--- src/rtl/eth_mac_tx_if.sv ---
// rtl/eth_mac_tx_if.sv - user-side and PCS-side byte streams of the TX MAC framer
interface eth_mac_tx_if;
  logic       s_valid;
  logic       s_ready;
  logic [7:0] s_data;
  logic       s_last;
  logic       m_valid;
  logic       m_ready;
  logic [7:0] m_data;
  logic       m_eof;

  // MAC side: consumes the user stream, produces the PCS stream
  modport slave (
    input  s_valid, s_data, s_last, m_ready,
    output s_ready, m_valid, m_data, m_eof
  );

  // Environment side: user source plus PCS sink
  modport master (
    output s_valid, s_data, s_last, m_ready,
    input  s_ready, m_valid, m_data, m_eof
  );
endinterface

--- src/rtl/eth_mac_tx.sv ---
// rtl/eth_mac_tx.sv - Ethernet TX framer: zero padding, CRC-32 FCS append, inter-frame gap
module eth_mac_tx #(
  parameter int MIN_FRAME  = 60,
  parameter int IFG_CYCLES = 12
) (
  input  logic         clk,
  input  logic         reset_n,
  eth_mac_tx_if.slave  bus,
  output logic         frame_done,
  output logic         underrun
);

  typedef enum logic [2:0] {IDLE, PAYLOAD, PAD, FCS, IFG} state_t;

  localparam logic [11:0] MIN_LEN = 12'(MIN_FRAME);
  // The IDLE cycle that accepts the next first byte is itself an empty output
  // cycle, so the IFG state lasts one cycle less than the visible gap.
  localparam logic [15:0] IFG_LAST = (IFG_CYCLES > 2) ? 16'(IFG_CYCLES - 2) : 16'd0;

  state_t      state, state_nxt;
  logic        m_valid_q, m_valid_nxt;
  logic [7:0]  m_data_q, m_data_nxt;
  logic        m_eof_q, m_eof_nxt;
  logic [31:0] crc, crc_nxt;
  logic [10:0] len, len_nxt;
  logic [1:0]  fcs_idx, fcs_idx_nxt;
  logic [15:0] ifg_cnt, ifg_cnt_nxt;
  logic        frame_done_nxt, underrun_nxt;
  logic        alive;
  logic        ld;
  logic        s_ready;
  logic        s_hs;
  logic [11:0] len_p1;
  logic [10:0] len_inc;
  logic [31:0] crc_out;
  logic [7:0]  fcs_byte;

  function automatic logic [31:0] crc_byte(input logic [31:0] c, input logic [7:0] d);
    logic [31:0] r;
    r = c;
    for (int i = 0; i < 8; i++) begin
      r = (r >> 1) ^ ((r[0] ^ d[i]) ? 32'hEDB88320 : 32'h0);
    end
    return r;
  endfunction

  assign ld       = ~m_valid_q | bus.m_ready;
  assign s_ready  = alive & ld & ((state == IDLE) | (state == PAYLOAD));
  assign s_hs     = bus.s_valid & s_ready;
  assign len_p1   = {1'b0, len} + 12'd1;
  assign len_inc  = (len == 11'h7FF) ? len : len + 11'd1;
  assign crc_out  = ~crc;
  assign fcs_byte = crc_out[{fcs_idx, 3'b000} +: 8];

  assign bus.s_ready = s_ready;
  assign bus.m_valid = m_valid_q;
  assign bus.m_data  = m_data_q;
  assign bus.m_eof   = m_eof_q;

  // Next-state and datapath: every load happens only when the output register is free
  always_comb begin
    state_nxt      = state;
    m_valid_nxt    = m_valid_q;
    m_data_nxt     = m_data_q;
    m_eof_nxt      = m_eof_q;
    crc_nxt        = crc;
    len_nxt        = len;
    fcs_idx_nxt    = fcs_idx;
    ifg_cnt_nxt    = ifg_cnt;
    frame_done_nxt = 1'b0;
    underrun_nxt   = 1'b0;
    if (ld) begin
      m_valid_nxt = 1'b0;
    end
    case (state)
      IDLE: begin
        if (s_hs) begin
          m_valid_nxt = 1'b1;
          m_data_nxt  = bus.s_data;
          m_eof_nxt   = 1'b0;
          crc_nxt     = crc_byte(32'hFFFFFFFF, bus.s_data);
          len_nxt     = 11'd1;
          fcs_idx_nxt = 2'd0;
          if (bus.s_last) begin
            state_nxt = (12'd1 < MIN_LEN) ? PAD : FCS;
          end else begin
            state_nxt = PAYLOAD;
          end
        end
      end
      PAYLOAD: begin
        if (s_hs) begin
          m_valid_nxt = 1'b1;
          m_data_nxt  = bus.s_data;
          crc_nxt     = crc_byte(crc, bus.s_data);
          len_nxt     = len_inc;
          if (bus.s_last) begin
            state_nxt = (len_p1 < MIN_LEN) ? PAD : FCS;
          end
        end else if (ld && !bus.s_valid) begin
          underrun_nxt = 1'b1;
        end
      end
      PAD: begin
        if (ld) begin
          m_valid_nxt = 1'b1;
          m_data_nxt  = 8'h00;
          crc_nxt     = crc_byte(crc, 8'h00);
          len_nxt     = len_inc;
          if (len_p1 >= MIN_LEN) begin
            state_nxt = FCS;
          end
        end
      end
      FCS: begin
        if (m_valid_q && m_eof_q) begin
          if (bus.m_ready) begin
            m_eof_nxt      = 1'b0;
            ifg_cnt_nxt    = 16'd0;
            frame_done_nxt = 1'b1;
            state_nxt      = IFG;
          end
        end else if (ld) begin
          m_valid_nxt = 1'b1;
          m_data_nxt  = fcs_byte;
          m_eof_nxt   = (fcs_idx == 2'd3);
          fcs_idx_nxt = fcs_idx + 2'd1;
        end
      end
      IFG: begin
        if (ifg_cnt >= IFG_LAST) begin
          state_nxt = IDLE;
        end else begin
          ifg_cnt_nxt = ifg_cnt + 16'd1;
        end
      end
      default: state_nxt = IDLE;
    endcase
  end

  // State and output registers; async clear abandons any frame in flight
  always_ff @(posedge clk or negedge reset_n) begin
    if (!reset_n) begin
      state      <= IDLE;
      m_valid_q  <= 1'b0;
      m_data_q   <= 8'h00;
      m_eof_q    <= 1'b0;
      crc        <= 32'hFFFFFFFF;
      len        <= 11'd0;
      fcs_idx    <= 2'd0;
      ifg_cnt    <= 16'd0;
      frame_done <= 1'b0;
      underrun   <= 1'b0;
      alive      <= 1'b0;
    end else begin
      state      <= state_nxt;
      m_valid_q  <= m_valid_nxt;
      m_data_q   <= m_data_nxt;
      m_eof_q    <= m_eof_nxt;
      crc        <= crc_nxt;
      len        <= len_nxt;
      fcs_idx    <= fcs_idx_nxt;
      ifg_cnt    <= ifg_cnt_nxt;
      frame_done <= frame_done_nxt;
      underrun   <= underrun_nxt;
      alive      <= 1'b1;
    end
  end

endmodule

--- src/flat_wrapper.sv ---
// flat-port wrapper written by rule: the top's interface ports become plain ports
module eth_mac_tx_flat 
#(
  parameter int MIN_FRAME  = 60,
  parameter int IFG_CYCLES = 12
)
  (clk, reset_n, frame_done, underrun, bus_s_valid, bus_s_data, bus_s_last, bus_m_ready, bus_s_ready, bus_m_valid, bus_m_data, bus_m_eof);
  eth_mac_tx_if bus_i ();
  input  logic clk;
  input  logic reset_n;
  output logic frame_done;
  output logic underrun;
  input wire logic [$bits(bus_i.s_valid)-1:0] bus_s_valid;
  input wire logic [$bits(bus_i.s_data)-1:0] bus_s_data;
  input wire logic [$bits(bus_i.s_last)-1:0] bus_s_last;
  input wire logic [$bits(bus_i.m_ready)-1:0] bus_m_ready;
  output wire logic [$bits(bus_i.s_ready)-1:0] bus_s_ready;
  output wire logic [$bits(bus_i.m_valid)-1:0] bus_m_valid;
  output wire logic [$bits(bus_i.m_data)-1:0] bus_m_data;
  output wire logic [$bits(bus_i.m_eof)-1:0] bus_m_eof;
  assign bus_i.s_valid = bus_s_valid;
  assign bus_i.s_data = bus_s_data;
  assign bus_i.s_last = bus_s_last;
  assign bus_i.m_ready = bus_m_ready;
  assign bus_s_ready = bus_i.s_ready;
  assign bus_m_valid = bus_i.m_valid;
  assign bus_m_data = bus_i.m_data;
  assign bus_m_eof = bus_i.m_eof;
  eth_mac_tx #(.MIN_FRAME(MIN_FRAME), .IFG_CYCLES(IFG_CYCLES)) u_core (.clk(clk), .reset_n(reset_n), .bus(bus_i), .frame_done(frame_done), .underrun(underrun));
endmodule
--- config.mk ---
export PLATFORM = sky130hd
export DESIGN_NAME = eth_mac_tx_flat
export DESIGN_NICKNAME = d
export VERILOG_FILES = /design/src/rtl/eth_mac_tx_if.sv /design/src/rtl/eth_mac_tx.sv /design/src/flat_wrapper.sv
export SDC_FILE = /design/constraint.sdc
export NUM_CORES = 1
export LEC_CHECK = 0
export CAP_MARGIN = 20
export CORE_ASPECT_RATIO = 0.7
export CORE_MARGIN = 2
export CORE_UTILIZATION = 45
export DETAILED_ROUTE_END_ITERATION = 10
export HOLD_SLACK_MARGIN = 0.1
export PLACE_DENSITY = 0.6
export SYNTH_ARGS = -nofsm -noshare
export SYNTH_HDL_FRONTEND = slang
export SYNTH_SLANG_ARGS = --single-unit
--- constraint.sdc ---
create_clock -name clk -period 2.5 [get_ports clk]
set_input_delay 0.5 -clock clk [delete_from_list [all_inputs] [get_ports clk]]
set_output_delay 0.5 -clock clk [all_outputs]
set_load 0.1 [all_outputs]
==> results.toml <==
[status]
status = "complete, no violations"

[synth]
synthTopCellsByArea = "dfrtp_1 (19%), xnor2_1 (15%), dfstp_2 (14%), xor2_1 (6.6%), o21ai_0 (4.4%)"
synth_top_area_share_pct = 18.8
synthCells = 631
synth_seq_area_share_pct = 32.9
synth_cell_type_count = 61
synth_top_cell_by_area = "dfrtp_1"
async_flop_share_pct = 100
syn_nets = 649
synthFlopType = "dfrtp_1"
syn_area_mm2 = 0.00598
ys_ff_latch = 77
synth_edf_count = 0
synth.most_common_cell = "xnor2_1"
yosysWarnings = 0
avgSynthCellArea_um2 = 9.47
netlist_top_cells_count = "xnor2_1 (105), nor2_1 (58), o21ai_0 (52)"

[critical_path]
rr_startpoint = "u_core.crc[0]"
path_cells = "clkdlybuf4s50_1 > buf_4 > nor2b_4 > nor4b_4 > buf_4 > buf_12"
crit_top_cell = "buf_4"
cp-start-kind = "primary input"
arrival_ns = 1.85
max_stage_delay_ns = 0.52
crit_slowest_cell = "clkdlybuf4s50_1"
rr_worst_depth = 7
critPathRequiredTime_ns = 2.00
worst-path-max-fanout = 3
critPathTopFamily = "buffers and inverters"
critical_path_depth = 6
cp-end-kind = "output port"
crit_start = "bus_m_ready"
critPathKind = "primary input to output port"
path_buf_inv = 4

[global_routing]
antenna_found_initial = 0
grt_pass1_vias = 4902
grt_max_degree = 44
grt-ovfl-total = 0
grt_pass1_wl_um = 28000
grtUsageTotal_pct = 25.8

[routing]
drc = 0
first_iter_violations = 574
ant_nets = 0
route.final.wire_length_um = 17500
drt_pass1_iterations = 6
vias = 5041
wire_per_inst_um = 20.1
viasPerCell = 5.80

[finish]
n_antenna_cell = 0
nNetsFinal = 716
fillers = 1187
final_layout_size_suffix_gt1_share_pct = 24.5
area_growth_pct = 19.4
final_core_util_pct = 54.7

[sta]
tightest_slew_ns = 0.781
relSlewSlack_pct = 47.8
fin_skew_ns = 0.00603
hold_viol = 0
slew_viol_final = 0
rsz0062_at_grt = "false"
setup_viol = 0
fmax_mhz = 426
final.period_utilization_pct = 94.0
min_period_ns = 2.35

[clocking]
clock_path_buffers = 2
clock-sinks = 77
hold_buffers = 0
cts_tree = "done"
numCtsBuffers = 9
ctsResizeCount = 0
clk_latency_ns = 0.34
htree_levels = 3
cts_setup_buffers = 0
root_buffer = "clkbuf_16"
clk_pin_slew_worst_paths_ns = 0.07

[floorplanning]
coreArea_mm2 = 0.0131
rows = 35
dieHeight_um = 100
initial_core_util_pct = 45.8
die_w_um = 142
die_area_mm2 = 0.0142
ioPinCount = 26

[place]
io_buffers = 25
dpl.hpwl_um = 13100
place_congestion = 0.964

[flow_run]
drv_cap = 0

[hold_path]
hold_path_class = "primary input to asynchronous set/reset pin"
[cells by family (layout without fill, tap and decap cells)]
logic type | Yosys count | after routing | share of synthesized area, %
AND/OR/NAND/NOR | 171 | 171 | 13.1
XOR/XNOR | 171 | 171 | 29.8
adder cells (fa/ha/maj) | 6 | 6 | 1.21
other | 1 | 1 | 0.0627
multiplexers | 10 | 10 | 3.39
AO/OA/AOI/OAI | 146 | 146 | 15.3
buffers and inverters | 49 | 121 | 4.23
flip-flops | 77 | 77 | 32.9
[placed cells by master (no fill, tap or decap), types with 3 or more instances in the layout]
| cell type | synthesis | final |
|---|---|---|
| buf_12 | 0 | 6 |
| xnor2_2 | 3 | 3 |
| o31ai_1 | 4 | 4 |
| o21ai_0 | 52 | 51 |
| a21oi_1 | 32 | 32 |
| o21ai_1 | 4 | 5 |
| nand4_1 | 5 | 5 |
| inv_1 | 5 | 5 |
| nand2b_1 | 6 | 6 |
| a221oi_1 | 9 | 9 |
| dfrtp_1 | 45 | 44 |
| clkdlybuf4s50_1 | 0 | 11 |
| dfstp_2 | 32 | 32 |
| nand3_1 | 18 | 17 |
| nor4_1 | 4 | 3 |
| xor2_1 | 45 | 45 |
| o41ai_1 | 4 | 4 |
| mux4_2 | 8 | 8 |
| xor2_2 | 5 | 5 |
| and3_1 | 7 | 7 |
| o22ai_1 | 9 | 9 |
| xnor2_4 | 9 | 9 |
| a31oi_1 | 7 | 7 |
| nand2_1 | 50 | 50 |
| ha_1 | 5 | 5 |
| clkbuf_16 | 0 | 9 |
| a222oi_1 | 7 | 7 |
| nor3_1 | 5 | 5 |
| buf_4 | 12 | 83 |
| xnor2_1 | 105 | 105 |
| nor2_1 | 58 | 58 |
| and2_1 | 7 | 7 |
[sequential cells by signal, indices dropped and copies added, names as in the netlist]
signal              cells
u_core.bus.m_valid      1
u_core.ifg_cnt         16
u_core.state            3
u_core.len             11
u_core.fcs_idx          2
u_core.bus.m_data       8
u_core.frame_done       1
u_core.bus.m_eof        1
u_core.underrun         1
u_core.crc             32
u_core.alive            1
[worst register-to-register path, cell delays in order (launching register included)]
cell	delay, ns
dfstp_2	0.64
xor2_1	0.47
buf_4	0.22
xnor2_1	0.21
xnor2_1	0.16
nor2_1	0.06
a221oi_1	0.33
o21ai_0	0.14
[path summary, 6_finish.rpt]
| kind | end | slack (ns) |
|---|---|---|
| worst max-delay path | bus_s_ready | 0.15 |
| max in group asynchronous | u_core.crc[12] | 1.63 |
| worst min-delay path | u_core.ifg_cnt[3] | 0.18 |
| worst min register to register | u_core.bus.m_data[1] | 0.48 |
| min in group clk | u_core.bus.m_data[1] | 0.48 |
| worst max register to register | u_core.crc[18] | 0.19 |
[through the flow]
stage / hold WS [ns] / setup slack, ns / cells / TNS, ns / instance area [um2]
3_5_place_dp: 0.471 / -0.155 / 853 / -0.824 / 6840
5_1_grt: 0.215 / 0.0372 / 869 / 0 / 7140
4_1_cts: 0.193 / 0.144 / 869 / 0 / 7140
3_3_place_gp: 0.468 / -0.0737 / 853 / -0.482 / 6840
6_report: 0.176 / 0.151 / 869 / 0 / 7140
2_1_floorplan: 0.204 / -0.300 / 631 / -0.635 / 6010
[per-layer routing]
metal / vias up / GRT usage, % / part of all wire [%]
met2: 218 / 36.6 / 41
met4: 0 / 6.38 / 1.4
met3: 23 / 7.20 / 10
li1: 2325 / - / -
met1: 2475 / 38.8 / 47
met5: - / 0 / 0
[layout make-up]
class                           instances  area (um2)  area share (%)
Timing Repair Buffer                  100         853            12.0
Inverter                                5        18.8           0.263
Sequential cell                        77        1970            27.6
Multi-Input combinational cell        505        3790            53.1
Tap cell                              166         208            2.91
Clock inverter                          6        53.8           0.754
Clock buffer                           10         239            3.35
Power is left out: the tool's default activity adds up to more than one toggle a clock period on the data nets, which glitch-free logic cannot reach.
